## config.mk

```make
export PLATFORM = sky130hd
export DESIGN_NAME = nabp_angle_sequencer
export DESIGN_NICKNAME = d
export VERILOG_FILES = /design/src/rtl/nabp_angle_sequencer.sv
export SDC_FILE = /design/constraint.sdc
export NUM_CORES = 1
export LEC_CHECK = 0
export CORE_ASPECT_RATIO = 0.75
export CORE_MARGIN = 3
export CORE_UTILIZATION = 56
export CTS_BUF_LIST = sky130_fd_sc_hd__clkbuf_8 sky130_fd_sc_hd__clkbuf_16
export CTS_CLUSTER_DIAMETER = 40
export DETAILED_ROUTE_END_ITERATION = 8
export PLACE_DENSITY = 0.86
export SYNTH_ARGS = -nofsm -noshare
export SYNTH_HDL_FRONTEND = slang
export SYNTH_SLANG_ARGS = --single-unit
```

## constraint.sdc

```tcl
create_clock -name clk -period 6.9 [get_ports clk]
set_clock_uncertainty 0.1 [all_clocks]
set_input_delay 1.38 -clock clk [delete_from_list [all_inputs] [get_ports clk]]
set_output_delay 1.38 -clock clk [all_outputs]
set_load 0.01 [all_outputs]
```

## src/rtl/nabp_angle_sequencer.sv

```systemverilog
// Projection angle scheduler: answers swap-controller angle requests with a one-cycle ack.
// Latency: start -> busy next cycle; request -> ack next cycle; pr_done -> done next cycle.
// Backpressure: acks are rate-limited by hs_next_angle (and optional hold, macro NABP_ANGLE_SEQ_HOLD_EN).
module nabp_angle_sequencer #(
    parameter int ANGLE_WIDTH = 9,
    parameter int ANGLE_MOD   = 180,
    parameter int COUNT_WIDTH = 9
) (
    input  logic                   clk,
    input  logic                   reset_n,
    input  logic                   start,
    input  logic [ANGLE_WIDTH-1:0] cfg_angle_start,
    input  logic [ANGLE_WIDTH-1:0] cfg_angle_step,
    input  logic [COUNT_WIDTH-1:0] cfg_num_angles,
    input  logic                   hs_next_angle,
    input  logic                   pr_done,
`ifdef NABP_ANGLE_SEQ_HOLD_EN
    input  logic                   hold,
`endif
    output logic [ANGLE_WIDTH-1:0] hs_angle,
    output logic                   hs_has_next_angle,
    output logic                   hs_next_angle_ack,
    output logic                   busy,
    output logic                   done,
    output logic                   err_cfg
);

    typedef enum logic [1:0] {
        IDLE  = 2'd0,
        ISSUE = 2'd1,
        DRAIN = 2'd2
    } state_t;

    localparam logic [ANGLE_WIDTH:0] MOD_W = (ANGLE_WIDTH + 1)'(ANGLE_MOD);
    localparam logic [COUNT_WIDTH-1:0] ONE_C = COUNT_WIDTH'(1);

    state_t                 state;
    logic [ANGLE_WIDTH-1:0] step_q;
    logic [COUNT_WIDTH-1:0] remaining;

    logic                   hold_act;
    logic                   cfg_bad;
    logic [ANGLE_WIDTH:0]   angle_sum;
    logic [ANGLE_WIDTH-1:0] angle_next;

`ifdef NABP_ANGLE_SEQ_HOLD_EN
    assign hold_act = hold;
`else
    assign hold_act = 1'b0;
`endif

    // Start validation and modular angle step, both extended by one bit to compare against the range bound.
    always_comb begin
        cfg_bad    = (cfg_num_angles == '0)
                   || ({1'b0, cfg_angle_start} >= MOD_W)
                   || ({1'b0, cfg_angle_step} >= MOD_W);
        angle_sum  = {1'b0, hs_angle} + {1'b0, step_q};
        angle_next = hs_angle + step_q;
        if (angle_sum >= MOD_W) begin
            angle_next = ANGLE_WIDTH'(angle_sum - MOD_W);
        end
    end

    // Sequencer FSM; every output is a register updated here.
    always_ff @(posedge clk) begin
        if (!reset_n) begin
            state             <= IDLE;
            step_q            <= '0;
            remaining         <= '0;
            hs_angle          <= '0;
            hs_has_next_angle <= 1'b0;
            hs_next_angle_ack <= 1'b0;
            busy              <= 1'b0;
            done              <= 1'b0;
            err_cfg           <= 1'b0;
        end else begin
            done    <= 1'b0;
            err_cfg <= 1'b0;
            case (state)
                IDLE: begin
                    hs_next_angle_ack <= 1'b0;
                    if (start) begin
                        if (cfg_bad) begin
                            err_cfg <= 1'b1;
                        end else begin
                            step_q            <= cfg_angle_step;
                            remaining         <= cfg_num_angles;
                            hs_angle          <= cfg_angle_start;
                            hs_has_next_angle <= 1'b1;
                            busy              <= 1'b1;
                            state             <= ISSUE;
                        end
                    end
                end
                ISSUE: begin
                    if (hs_next_angle_ack) begin
                        // Ack cycle ends: step past the angle just issued.
                        hs_next_angle_ack <= 1'b0;
                        hs_angle          <= angle_next;
                        remaining         <= remaining - ONE_C;
                        if (remaining == ONE_C) begin
                            hs_has_next_angle <= 1'b0;
                            state             <= DRAIN;
                        end
                    end else if (hs_next_angle && (remaining != '0) && !hold_act) begin
                        hs_next_angle_ack <= 1'b1;
                    end
                end
                DRAIN: begin
                    hs_next_angle_ack <= 1'b0;
                    if (pr_done) begin
                        done  <= 1'b1;
                        busy  <= 1'b0;
                        state <= IDLE;
                    end
                end
                default: begin
                    state             <= IDLE;
                    busy              <= 1'b0;
                    hs_has_next_angle <= 1'b0;
                    hs_next_angle_ack <= 1'b0;
                end
            endcase
        end
    end

endmodule
```

==> reports/results.ini <==
[run_status]
status = finished, violations left
failed_checks = design-rule violations

[clocking]
ctsRootBufferMaster = clkbuf_8
path_clk_slew_ps = 70
insertion_delay_ps = 290
htree_levels = 2
cts_resized = 0
cts_sinks = 34
cts_max_path_buffers = 2
cts_made_buffers = 5
post_cts_buffers = 0
ctsHoldBuffers = 0
cts_tree = yes

[synthesis]
synthArstFlopShare_pct = 0
synth-edff-count = 0
synth_ff_type = dfxtp_1
synth-seq-cells = 34
ys_warn_count = 0
synth_top_area_share_pct = 29.86
synth_cells = 289
yosysMostFrequentCell = dfxtp_1
avgSynthCellArea_um2 = 7.888
ys_top_cells_by_area = dfxtp_1 (30%), ha_1 (7.1%), nand2_1 (4.9%)
netlist_area_mm2 = 0.002280
yosys.area.top_type = dfxtp_1
seq_area_frac_synth_pct = 29.86
syn-num-nets = 335
synth_common_cells = dfxtp_1 (34), nand2_1 (30), nor2_1 (25)
synth.distinct_cells = 52

[final_layout]
nets = 375
seqCellArea_um2 = 680.7
area_growth_syn_to_layout_pct = 24.31
post_route_cells_drive_above_1_share_pct = 4.848
multi_input_area_mm2 = 0.001494
fillCellCount = 288
insertedDiodeCount = 0

[global_route]
grt_overflow = 0
grt_max_degree = 40
grt_pass1_vias = 2057
antenna_found_initial = 0
track_usage_pct = 26.25
grt_pass1_wl_um = 9839

[floorplanning]
core_mm2 = 0.003780
die_h_um = 61.26
ios = 46
die_x_um = 79.68
initial_core_util_pct = 60.31
die_area_mm2 = 0.004880
num_rows = 19

[power_and_ir_drop]
intPower_uw = 320.0
clockPowerShare_pct = 34.8
combPwrFrac_pct = 18.0
seqPwrFrac_pct = 47.1
p_leak_nw = 1.177
ir_worst_vdd_uv = 107.2
switching_share_pct = 27.30
powerDensity_mw_per_mm2 = 155.3
p_sw_uw = 120.2

[timing]
fmax_mhz = 243.0
setup_slack_ps = 2785
layout_min_cycle_time_ps = 4115
fin_setup_tns_ps = 0
max-slew-margin-rel_pct = 50.66
grt_setup_unrepaired = no
timing.final.crit_share_pct = 59.64
finalSetupViolations = 0
final-hold-violation-count = 0
drv_slew = 0
tightest_slew_ps = 740.2

[critical_path]
crit_slowest_cell = or3_1
max_stage_delay_ps = 680
worstSetupEndpointType = register
start_kind = input port
worstPathCellList = clkdlybuf4s50_1 > o211a_1 > o21ai_1 > nand4_1 > or3_1 > and2_1 > a221oi_2 > a21oi_1 > and3_1
path_max_fanout = 15
cp.arrival_ps = 4210
crit_type = input port to register
cp.required_ps = 6990

[routing]
drtIter0Drc = 211
drc_errors = 1
routedWlPerCell_um = 16.59
drtPass1Iterations = 9
postRouteWirelength_um = 6339
detail-route-antenna-nets = 0
vias = 2338
vias_per_cell = 6.120

[placed_design]
pre_cts_slack_ps = 2575
dp_hpwl_um = 4514
gp_congestion = 0.9064
port_buffers = 45

[run]
cap_violations = 0

[worst_hold_path]
worstHoldPathType = register to register

power groups by stage:
| stage | combinational [mW] | clock [mW] | sequential (mW) |
|---|---|---|---|
| after floorplan | 0.0419 | 0 | 0.211 |
| after global placement | 0.0750 | 0 | 0.211 |
| after detailed placement | 0.0767 | 0 | 0.212 |
| after CTS | 0.0776 | 0.154 | 0.207 |
| after global routing | 0.0855 | 0.163 | 0.208 |
| final | 0.0793 | 0.153 | 0.208 |
metal layers:
metal | wire, µm | share of wire, % | global-route usage, % | up-vias
li1 | - | - | - | 1133
met1 | 2996 | 47 | 37.25 | 1058
met2 | 2698 | 43 | 39.00 | 125
met3 | 507 | 8.0 | 5.702 | 22
met4 | 136 | 2.1 | 10.78 | 0
met5 | 0 | 0 | 0 | -
final timing paths:
kind / start / endpoint / slack [ps] / cells after the start
worst min register to register: busy$_SDFFE_PN0P_ / busy$_SDFFE_PN0P_ / 340 / 2
worst max register to register: hs_angle[0]$_SDFFE_PN0P_ / hs_angle[4]$_SDFFE_PN0P_ / 3760 / 11
worst min-delay path: busy$_SDFFE_PN0P_ / busy$_SDFFE_PN0P_ / 340 / 2
worst max-delay path: cfg_angle_step[2] / hs_angle[8]$_SDFFE_PN0P_ / 2780 / 9
layout make-up:
cell class | count | share of cell area [%]
Timing Repair Buffer | 47 | 16.42
Inverter | 10 | 1.325
Tap cell | 52 | 2.296
Multi-Input combinational cell | 231 | 52.72
Sequential cell | 34 | 24.02
Clock inverter | 2 | 0.3091
Clock buffer | 6 | 2.914
metrics by stage:
stage	instances	util [%]	cell area [µm²]	hold WS (ps)	power [mW]
floorplan	289	-	2280	356.7	0.2533
global placement	374	72.56	2743	336.9	0.2865
detailed placement	374	72.56	2743	336.2	0.2884
CTS	382	74.98	2834	347.1	0.4385
global route	382	74.98	2834	373.2	0.4559
finish	382	74.98	2834	344.1	0.4402
registers in the layout (all words and copies together) (netlist names):
| register | cells |
|---|---|
| hs_angle | 9 |
| remaining | 9 |
| step_q | 9 |
| state | 2 |
| busy | 1 |
| done | 1 |
| err_cfg | 1 |
| hs_has_next_angle | 1 |
| hs_next_angle_ack | 1 |
cells in the final DEF (no fill, tap or decap), types with 5 or more instances in the layout:
| master | netlist | final |
|---|---|---|
| nand2_1 | 30 | 30 |
| xnor2_1 | 6 | 6 |
| ha_1 | 13 | 13 |
| o211a_1 | 6 | 6 |
| nand3_1 | 11 | 11 |
| nor3_1 | 6 | 6 |
| mux2i_1 | 8 | 8 |
| nor2b_1 | 13 | 13 |
| o21ai_0 | 18 | 18 |
| or3_1 | 6 | 6 |
| o211ai_1 | 6 | 6 |
| and2_1 | 5 | 5 |
| a21oi_1 | 21 | 21 |
| dfxtp_1 | 34 | 34 |
| inv_1 | 10 | 11 |
| clkdlybuf4s50_1 | 0 | 45 |
| clkbuf_8 | 0 | 6 |
| nor2_1 | 25 | 25 |
worst max-delay path, delay by kind of cell:
| family | cells | cell delay [ps] |
|---|---|---|
| AND/OR/NAND/NOR | 4 | 1580 |
| AO/OA/AOI/OAI | 4 | 810 |
| buffers and inverters | 1 | 440 |
cell families after synthesis:
| logic type | Yosys count | synth area share, % |
|---|---|---|
| simple gates | 117 | 25.58 |
| compound gates | 84 | 25.14 |
| flops | 34 | 29.86 |
| buf+inv | 24 | 4.610 |
| fa+ha+maj | 14 | 8.013 |
| mux | 9 | 4.116 |
| xor+xnor | 7 | 2.689 |
Power figures use the tool's default switching activity.
